$ cat config.mk
export PLATFORM = sky130hd
export DESIGN_NAME = cnl_lfsr_stall
export DESIGN_NICKNAME = d
export VERILOG_FILES = /design/src/rtl/cnl_result_checker_pkg.sv /design/src/rtl/cnl_lfsr_stall.sv
export SDC_FILE = /design/constraint.sdc
export NUM_CORES = 1
export LEC_CHECK = 0
export BUFFER_PORTS_ARGS = -buffer_cell sky130_fd_sc_hd__buf_2
export CORE_MARGIN = 2
export CORE_UTILIZATION = 50
export DETAILED_ROUTE_END_ITERATION = 7
export PLACE_DENSITY = 0.77
export SETUP_SLACK_MARGIN = 0.05
export SYNTH_ARGS = -nofsm -noshare
export SYNTH_HDL_FRONTEND = slang
export SYNTH_SLANG_ARGS = --single-unit
$ cat constraint.sdc
create_clock -name clk_core -period 1.56 [get_ports clk_core]
set_input_delay 0.312 -clock clk_core [delete_from_list [all_inputs] [get_ports clk_core]]
set_output_delay 0.312 -clock clk_core [all_outputs]
set_load 0.1 [all_outputs]
$ cat src/rtl/cnl_result_checker_pkg.sv
// Shared FSM state type and stall-LFSR constants for the result checker.
package cnl_result_checker_pkg;

  typedef enum logic [1:0] {StIdle, StRun, StDone} state_e;

  // x^16+x^14+x^13+x^11+1 in right-shifting Fibonacci form: feedback from bits 0, 2, 3, 5.
  localparam logic [15:0] LfsrTapMask     = 16'h002D;
  localparam logic [15:0] LfsrDefaultSeed = 16'hACE1;

endpackage

$ cat src/rtl/cnl_lfsr_stall.sv
// Pseudo-random stall source: 16-bit LFSR, stall whenever the two low bits are zero.
module cnl_lfsr_stall
  import cnl_result_checker_pkg::*;
(
  input  logic        clk_core,
  input  logic        rst,
  input  logic        load,
  input  logic [15:0] seed,
  input  logic        advance,
  output logic        stall
);

  logic [15:0] lfsr_q, lfsr_d;
  logic        feedback;

  always_comb begin
    feedback = ^(lfsr_q & LfsrTapMask);
    lfsr_d   = lfsr_q;
    if (load) begin
      // An all-zero seed would lock the LFSR up.
      lfsr_d = (seed == 16'h0000) ? LfsrDefaultSeed : seed;
    end else if (advance) begin
      lfsr_d = {feedback, lfsr_q[15:1]};
    end
  end

  always_ff @(posedge clk_core or negedge rst) begin
    if (!rst) begin
      lfsr_q <= LfsrDefaultSeed;
    end else begin
      lfsr_q <= lfsr_d;
    end
  end

  assign stall = (lfsr_q[1:0] == 2'b00);

endmodule

; After elaboration in Yosys (flattened, before gate mapping)
; Cells that the tools add are included.
[word_totals]
register_bits = 16
output_inout_bits = 1
elab_cells = 8
[classes]
muxes = 3
reduce_logical = 4
[ops]
columns = cell, count
row1 = 2-to-1 mux 16 bit, 3
row2 = logical NOT 16 bit, 1
row3 = parity 16 bit, 1
row4 = logical NOT 2 bit, 1
row5 = nonzero test 2 bit, 1

; Depth between registers and ports, before layout
; Gate-level depths: netlist (run 1).
[logic_depth]
word_depth = 3
depth_mapped = 4
mapped_depth_nobuf = 4

; Worst setup path before layout (run 1)
; Ideal clock, no wire load.
[synth_timing]
path_kind = reg-to-output
from = reg lfsr_q[1]
to = out stall
stages_incl_launch_ff = 2
t_required_ns = 1.248
arrival_ns = 1.636
path_slack_ns = -0.388
path_buffers = 0
path_cell_list = dfrtp_1 nor2_1
[synth_via]
elab_chain_len = 1
[synth_rtl]
columns = element, line_no
row1 = from (decl), cnl_lfsr_stall.sv:13  ; logic [15:0] lfsr_q, lfsr_d;
row2 = from (signal assigned), cnl_lfsr_stall.sv:29  ; lfsr_q <= LfsrDefaultSeed;
row3 = from (signal assigned), cnl_lfsr_stall.sv:31  ; lfsr_q <= lfsr_d;
row4 = logical NOT 2 bit, cnl_lfsr_stall.sv:35  ; assign stall = (lfsr_q[1:0] == 2'b00);
row5 = to (decl), cnl_lfsr_stall.sv:10  ; output logic stall
; No other way between the ends.

; Final worst setup path (run 1)
[layout_timing]
from = reg lfsr_q[0]
to = out stall
; Same word-level chain as after synthesis.

==> metrics.cfg, run 1 <==
[synth]
synth_cells = 72
synthMuxAreaShare = 0.203
synth.largest_area_cell = dfstp_2
syn_area_per_cell_um2 = 11.8
synthAdderAreaFrac = 0
synth_compound_area_frac = 0.141
synth_xor_area_frac = 0.0309
syn_area_um2 = 850
synth_top_family_by_area = multiplexers
ys_types = 19
synth_edf_count = 0
synth_ff_type = dfstp_2
synth.area.top_cells = dfstp_2 (25%), dfrtp_1 (24%), mux2i_1 (11%)
async_reset_ff_frac = 1.00
yosysWarnings = 0
synth_top_area_frac = 0.247
synthesis.nets = 92
synth-simple-area-share = 0.0957
ys_seq_area_frac = 0.483
synth_seq_cells = 16

[finish]
final_cell_mix = buf_2 (19), o21ai_0 (10), mux2i_1 (9)
antennaDiodeCount = 0
top_register = lfsr_q
layout-drive-gt1-share = 0.532
multi_input_area_um2 = 403
seqCellArea_um2 = 410
nets = 115
layout_commonest_cell = buf_2
reg.largest.list = lfsr_q: 16 flops
final.fill_count = 140
largest_reg_flops = 16
syn_to_final_growth_pct = 17.4

[global_routing]
grt_max_degree = 21
grt-busiest-layer = met2
grt_overflow_total = 0
met3_usage = 0.0360
use_met1 = 0.226
gr-usage-met2 = 0.297
antenna_found_initial = 0
grt_pass1_wl_um = 2580
grt_pass1_vias = 616
grt_usage = 0.176

[detailed_routing]
wl_um = 1490
via_per_inst = 5.57
drc = 0
dr.pass1.iters = 4
drt_iter0_markers = 12
wl_per_cell_um = 13.5
vias = 613
ant_nets = 0

[placement]
place_ws_ps = 132
place.gp.congestion = 0.842
portBuffers = 20
dpl.hpwl_um = 1160

[worst_setup_path]
critPathCapture = stall
reg2reg_depth = 4
critPathMaxStageDelay_ps = 560
r2r-start = lfsr_q[0]
path_buf_inv = 1
worstPathCellList = nor2_2, buf_4
startpoint_type = flip-flop
rrSetupSlack_ps = 390
critPathTopFamily = flip-flops
endpoint_kind = primary output
path_depth = 2
worstSetupPathType = flip-flop to primary output
timing.rr.end = lfsr_q[15]
path_max_fanout = 3
cpMaxStageDelayCell = dfstp_2
critPathArrivalTime_ps = 1100
critPathLaunch = lfsr_q[0]
critPathRequiredTime_ps = 1250

[clock_network]
clkSinkCount = 16
clockRootBuffer = clkbuf_4
clock_latency_ps = 280
cts_buffers = 3
cts_tree = yes
clk_path_buf_depth = 2
clk_pin_slew_ps = 90
htree_levels = 1

[die]
die_h_um = 45.2
die_x_um = 45.2
core-area_um2 = 1540
ioPinCount = 21
rows = 14
dieArea_um2 = 2040
start_util = 0.551

[power]
switching_share = 0.262
pwr-share-clk = 0.274
combPwrFrac = 0.210
power_leakage_nw = 0.447
p_int_w = 0.000727
pwr-share-seq = 0.516
switchingPower_w = 0.000258
ir_worst_vdd_mv = 0.598
powerDensity_nw_per_um2 = 987

[timing]
fin_setup_tns_ps = 0
fin_crit_ps = 1410
clock.fmax_mhz = 708
finalWorstSetupSlack_ps = 149
final-hold-violation-count = 0
worst_pin_slew_ps = 365
slew_headroom = 0.757
drv_slew = 0
setup_viol_count_final = 0
whs_ps = 250
rsz0062_at_grt = false
post-route-period-util = 0.905
fin_skew_ps = 1.01

[run]
max-cap-violations = 0

[worst_hold_path]
hold_path.class = primary input to flip-flop

[outcome]
outcome = complete, no violations

[Yosys cell counts, drive strengths merged, types with 2 or more instances]
master,n
mux2i,9
dfrtp,8
o22a,7
dfstp,8
o21ai,10
nand2,8
buf,3
clkbuf,2
nor4,4
xnor2,2
mux2,7
[power groups by stage]
stage | clock [W] | combinational, W | sequential (W)
floorplan | 0 | 0.000154 | 0.000507
global placement | 0 | 0.000202 | 0.000515
detailed placement | 0 | 0.000206 | 0.000515
CTS | 0.000279 | 0.000210 | 0.000508
global route | 0.000297 | 0.000229 | 0.000515
finish | 0.000269 | 0.000207 | 0.000508
[worst min-delay path by stage]
| stage | from | end | slack (ps) | cells after the start |
|---|---|---|---|---|
| finish | seed[1] | lfsr_q[1] | 250 | 3 |
| global route | seed[4] | lfsr_q[4] | 230 | 3 |
| CTS | seed[1] | lfsr_q[1] | 240 | 3 |
| detailed placement | rst | lfsr_q[12] | 240 | 1 |
| global placement | rst | lfsr_q[12] | 230 | 1 |
| floorplan | rst | lfsr_q[12] | 20 | 0 |
[final cells by class]
cell class,instances,area share
well taps,16,0.0201
repair buffers,23,0.128
multi-input cells,51,0.404
flip-flops and latches,16,0.412
clock buffers,4,0.0364
[cell families after synthesis]
kind of cell,after synthesis
xor+xnor,3
simple gates,15
compound gates,17
buf+inv,5
mux,16
flops,16
[per-stage QoR]
stage,util,power [W],area [um2],instances
after floorplan,-,0.000661,852,72
after global placement,0.615,0.000717,948,105
after detailed placement,0.615,0.000721,948,105
after CTS,0.647,0.000997,997,110
after global routing,0.647,0.00104,997,110
final,0.647,0.000984,997,110
[worst register-to-register path: cells and delay by family (launching register included)]
family | cells | cell delay (ps)
mux | 1 | 90
flops | 1 | 560
compound gates | 1 | 140
xor+xnor | 2 | 310
[timing repair]
item,CTS,global route
hold buffers,1,0
endpoints found under the hold margin,8,0
buffers inserted,0,0
setup endpoints to repair,1,0
resized for setup,1,0
[per-layer routing]
metal	vias to the layer above	part of all wire
met3	0	0.046
met5	-	0
li1	307	-
met4	0	0
met2	15	0.50
met1	291	0.46
Power figures use the tool's default switching activity.
==> inputs of run 2 (changes only) <==
--- a/config.mk
+++ b/config.mk
@@ -5,11 +5,11 @@
 export SDC_FILE = /design/constraint.sdc
 export NUM_CORES = 1
 export LEC_CHECK = 0
-export BUFFER_PORTS_ARGS = -buffer_cell sky130_fd_sc_hd__buf_2
 export CORE_MARGIN = 2
-export CORE_UTILIZATION = 50
+export CORE_UTILIZATION = 59
 export DETAILED_ROUTE_END_ITERATION = 7
-export PLACE_DENSITY = 0.77
+export DONT_BUFFER_PORTS = 1
+export PLACE_DENSITY = 0.76
 export SETUP_SLACK_MARGIN = 0.05
 export SYNTH_ARGS = -nofsm -noshare
 export SYNTH_HDL_FRONTEND = slang
==> run 2 against run 1 <==
  * First-iteration DRC count down 17%
  * Register-to-register slack about the same
  * Clock-buffer cell count down 1
  * Via count down 15%
  * Global-route usage up 1.5 points
  * Cell count down 21%
  * Sequential power about the same
  * Setup slack better by 3.8 ps
  * Wire length down 3.0%
  * Die area down 14%
  * Critical path depth unchanged
  * Critical endpoint unchanged
==> metrics.cfg, run 2 (same netlist as run 1, synthesis figures left out) <==
[outcome]
outcome = complete, no violations

[timing]
drv_slew = 0  ; unchanged
final-hold-violation-count = 0  ; unchanged
fin_setup_tns_ps = 0  ; unchanged
slew_headroom = 0.541  ; -0.216
worst_pin_slew_ps = 687  ; +322 ps
clock.fmax_mhz = 710  ; +0.27%
fin_crit_ps = 1410  ; -3.76 ps
rsz0062_at_grt = false
fin_skew_ps = 3.19  ; +2.17 ps
setup_viol_count_final = 0  ; unchanged
post-route-period-util = 0.902  ; -0.00241

[detailed_routing]
wl_per_cell_um = 16.6  ; +23%
ant_nets = 0  ; unchanged
drc = 0  ; unchanged
via_per_inst = 6.01  ; +7.9%
dr.pass1.iters = 3  ; -1
wl_um = 1440  ; -3.0%
vias = 523  ; -15%
drt_iter0_markers = 10  ; -2

[placement]
portBuffers = 0  ; -100%
dpl_cell_area_um2 = 840  ; -11%
place.gp.congestion = 0.784  ; -6.9%

[die]
die_h_um = 41.9  ; -7.2%
ioPinCount = 21  ; unchanged
die_x_um = 41.9  ; -7.2%
start_util = 0.645  ; +0.0937
core-area_um2 = 1320  ; -15%
rows = 13  ; -1
dieArea_um2 = 1760  ; -14%

[finish]
layout_commonest_cell = o21ai_0
nets = 94  ; -18%
multi_input_area_um2 = 403  ; unchanged
final_cell_mix = o21ai_0 (10), mux2i_1 (9), nand2_1 (8), dfstp_2 (8), dfrtp_1 (8)
reg.largest.list = lfsr_q: 16 flops
top_register = lfsr_q
utilization = 0.662  ; +0.0150
fin_area_um2 = 872  ; -13%
antennaDiodeCount = 0  ; unchanged
largest_reg_flops = 16  ; unchanged
final.fill_count = 104  ; -26%
layout-drive-gt1-share = 0.389  ; -0.143
syn_to_final_growth_pct = 2.65
seqCellArea_um2 = 410  ; unchanged

[global_routing]
grt_pass1_wl_um = 2550  ; -1.0%
grt_max_degree = 27  ; +29%
antenna_found_initial = 0  ; unchanged
grt_usage = 0.191  ; +0.0151
grt_pass1_vias = 589  ; -4.4%
grt_overflow_total = 0  ; unchanged

[power]
ir_worst_vdd_mv = 0.594  ; -0.61%
powerDensity_nw_per_um2 = 1000  ; +1.4%
power_leakage_nw = 0.355  ; -20%

[worst_setup_path]
critPathRequiredTime_ps = 1250  ; about the same
critPathArrivalTime_ps = 1100  ; about the same
endpoint_kind = primary output
path_max_fanout = 3  ; unchanged
worstSetupPathType = flip-flop to primary output
rrSetupSlack_ps = 380  ; about the same
startpoint_type = flip-flop

[clock_network]
postCtsSetupBuffers = 0  ; unchanged
cts_buffers = 3  ; unchanged
clockRootBuffer = clkbuf_4
clock_latency_ps = 280  ; about the same
cts_tree = yes
clkSinkCount = 16  ; unchanged
htree_levels = 1  ; unchanged
clk_pin_slew_ps = 90  ; about the same
clk_path_buf_depth = 2  ; unchanged

[run]
max-cap-violations = 0  ; unchanged

[worst_hold_path]
hold_path.class = primary input to flip-flop

run 2: worst paths after layout:
kind,start,to,depth (start not counted)
setup / recovery,lfsr_q[0],stall,2
hold / removal,load,lfsr_q[15],1
setup reg to reg,lfsr_q[0],lfsr_q[15],4
hold reg to reg,lfsr_q[4],lfsr_q[3],2
max in group asynchronous,rst,lfsr_q[14],1
min in group asynchronous,rst,lfsr_q[8],1
run 2: power by group:
group	switching (W)	internal, W	leakage, nW
registers	0.0000282	0.000479	0.181
clock network	0.000119	0.0000894	0.0138
logic	0.0000699	0.0000874	0.161
total	0.000217	0.000655	0.355
run 2: worst max-delay path: stages (launching register included):
cell and delay, ps:
dfstp_2 560, nor2_2 30, buf_4 220
run 2: through the flow:
stage               setup slack, ps  hold WS [ps]  total power (W)  instances
floorplan                      63.7          16.4         0.000661         72
global placement                261          16.6         0.000662         83
detailed placement              308          16.7         0.000665         83
CTS                             146          95.8         0.000882         87
global route                    112           106         0.000926         87
finish                          152           106         0.000873         87
run 2: timing repair:
action,CTS,global route
hold endpoints to repair,16,0
gates resized for setup,0,0
hold buffers,1,0
run 2: metal layers:
layer  GRT usage  up-vias  wire length [um]
li1            -      265                 -
met2       0.284        9               714
met1       0.263      249               673
met4      0.0839        0                 0
met5           0        -                 0
met3      0.0478        0                52
run 2: final cells by class:
| cell class | count | share of cell area |
|---|---|---|
| clock buffers | 3 | 0.0258 |
| multi-input cells | 51 | 0.462 |
| flip-flops and latches | 16 | 0.471 |
| well taps | 15 | 0.0215 |
| repair buffers | 2 | 0.0201 |
==> inputs of run 3 (changes only) <==
--- a/config.mk
+++ b/config.mk
@@ -6,10 +6,10 @@
 export NUM_CORES = 1
 export LEC_CHECK = 0
 export CORE_MARGIN = 2
-export CORE_UTILIZATION = 59
+export CORE_UTILIZATION = 30
 export DETAILED_ROUTE_END_ITERATION = 7
 export DONT_BUFFER_PORTS = 1
-export PLACE_DENSITY = 0.76
+export PLACE_DENSITY = 0.45
 export SETUP_SLACK_MARGIN = 0.05
 export SYNTH_ARGS = -nofsm -noshare
 export SYNTH_HDL_FRONTEND = slang
==> run 3 against run 2 <==
  * Design area up 3.9%
  * Critical endpoint unchanged
  * Setup slack worse by 14 ps
  * Highest routed layer is now met4
  * Sequential cell count unchanged
  * Register-to-register slack about the same
  * Largest power group unchanged
  * Critical path type unchanged
==> metrics.cfg, run 3 (same netlist as run 1, synthesis figures left out) <==
[outcome]
outcome = complete, no violations

[global_routing]
grt_pass1_vias = 598  ; +1.5%
grt_pass1_wl_um = 2990  ; +17%
grt_usage = 0.121  ; -0.0693
grt_overflow_total = 0  ; unchanged
antenna_found_initial = 0  ; unchanged
grt_max_degree = 27  ; unchanged

[detailed_routing]
wl_per_cell_um = 16.6  ; +0.31%
vias = 543  ; +3.8%
drc = 0  ; unchanged
dr.pass1.iters = 2  ; -1
wl_um = 1730  ; +20%
ant_nets = 0  ; unchanged
drt_iter0_markers = 9  ; -1
via_per_inst = 5.22  ; -13%

[finish]
final_cell_mix = o21ai_0 (10), mux2i_1 (9), nand2_1 (8), dfstp_2 (8), dfrtp_1 (8)
layout_commonest_cell = o21ai_0
top_register = lfsr_q
final.fill_count = 284  ; +170%
reg.largest.list = lfsr_q: 16 flops
layout-drive-gt1-share = 0.397  ; +0.00837
largest_reg_flops = 16  ; unchanged
syn_to_final_growth_pct = 6.63
antennaDiodeCount = 0  ; unchanged
nets = 94  ; unchanged
fin_area_um2 = 906  ; +3.9%

[worst_setup_path]
worstSetupPathType = flip-flop to primary output
critPathArrivalTime_ps = 1110  ; about the same
path_buf_inv = 1  ; unchanged
critPathTopFamily = flip-flops
path_max_fanout = 3  ; unchanged
endpoint_kind = primary output
cpMaxStageDelayCell = dfstp_2
critPathMaxStageDelay_ps = 570  ; about the same
worstPathCellList = nor2_2, buf_4
startpoint_type = flip-flop
r2r-start = lfsr_q[0]
critPathLaunch = lfsr_q[0]
critPathRequiredTime_ps = 1250  ; about the same

[placement]
place.gp.congestion = 0.690  ; -12%
dpl.hpwl_um = 1270
dpl_cell_area_um2 = 860  ; +2.4%
portBuffers = 0  ; unchanged

[clock_network]
clk_path_buf_depth = 2  ; unchanged
cts_buffers = 3  ; unchanged
postCtsSetupBuffers = 0  ; unchanged
clkSinkCount = 16  ; unchanged
clock_latency_ps = 290  ; about the same
htree_levels = 1  ; unchanged
cts_tree = yes
clk_pin_slew_ps = 100  ; about the same
clockRootBuffer = clkbuf_4

[timing]
fin_skew_ps = 5.13  ; +1.95 ps
fin_crit_ps = 1420  ; +14.3 ps
setup_viol_count_final = 0  ; unchanged
fin_setup_tns_ps = 0  ; unchanged
rsz0062_at_grt = false
slew_headroom = 0.518  ; -0.0228
worst_pin_slew_ps = 721  ; +34.2 ps
post-route-period-util = 0.912  ; +0.00918
drv_slew = 0  ; unchanged
clock.fmax_mhz = 703  ; -1.0%
final-hold-violation-count = 0  ; unchanged

[die]
dieArea_um2 = 3270  ; +86%
die_x_um = 57.2  ; +36%
rows = 19  ; +6
core-area_um2 = 2730  ; +110%
die_h_um = 57.2  ; +36%
ioPinCount = 21  ; unchanged
start_util = 0.311  ; -0.334

[power]
powerDensity_nw_per_um2 = 1040  ; +4.0%
ir_worst_vdd_mv = 0.426  ; -28%
power_leakage_nw = 0.363  ; +2.0%

[run]
max-cap-violations = 0  ; unchanged

[worst_hold_path]
min_from = load
hold_path.class = primary input to flip-flop

[run 3: cell types whose count changed in the layout (fill, tap and decap cells not counted), sizes merged]
cell,previous run,this run
clkbuf,3,4
[run 3: routing by layer]
| layer | GRT usage | share of wire | vias up | wire (um) |
|---|---|---|---|---|
| met5 | 0 | 0 | - | 0 |
| met4 | 0.0598 | 0.0098 | 0 | 17 |
| met3 | 0.0249 | 0.052 | 2 | 90 |
| met2 | 0.159 | 0.44 | 11 | 761 |
| met1 | 0.187 | 0.50 | 264 | 859 |
| li1 | - | - | 266 | - |
[run 3: final timing paths]
path | to | slack [ps] | cells past startpoint
max | stall | 140 | 2
max in group asynchronous | lfsr_q[14] | 590 | 1
min reg2reg | lfsr_q[15] | 580 | 2
min | lfsr_q[15] | 100 | 1
max reg2reg | lfsr_q[15] | 370 | 4
min in group asynchronous | lfsr_q[8] | 510 | 1
[run 3: cell type report]
cell class / count / area [um2] / area share
clock buffer: 4 / 36.3 / 0.0401
timing repair buffer: 2 / 17.5 / 0.0193
sequential: 16 / 410 / 0.453
multi-input combinational: 51 / 403 / 0.445
tap: 31 / 38.8 / 0.0428
[run 3: per-stage QoR]
step	setup slack [ps]	total power, W	util	cells	hold WS, ps
3_3_place_gp	215	0.000667	0.314	99	16.9
2_1_floorplan	63.7	0.000661	-	72	16.4
5_1_grt	94.1	0.000995	0.331	104	105
3_5_place_dp	243	0.000668	0.314	99	17.0
6_report	138	0.000943	0.331	104	102
4_1_cts	117	0.000960	0.331	104	93.2
[run 3: what timing repair did]
action                                  4_1_cts  5_1_grt
gates resized for setup                       0        0
hold endpoints to repair                     16        0
endpoints found under the setup margin        0        0
hold buffers                                  1        0
[run 3: power by group]
group	internal, W	total, W	leakage, nW	switching, W
Sequential	0.000479	0.000509	0.181	0.0000299
Clock	0.000142	0.000276	0.0210	0.000134
Combinational	0.0000874	0.000158	0.161	0.0000709
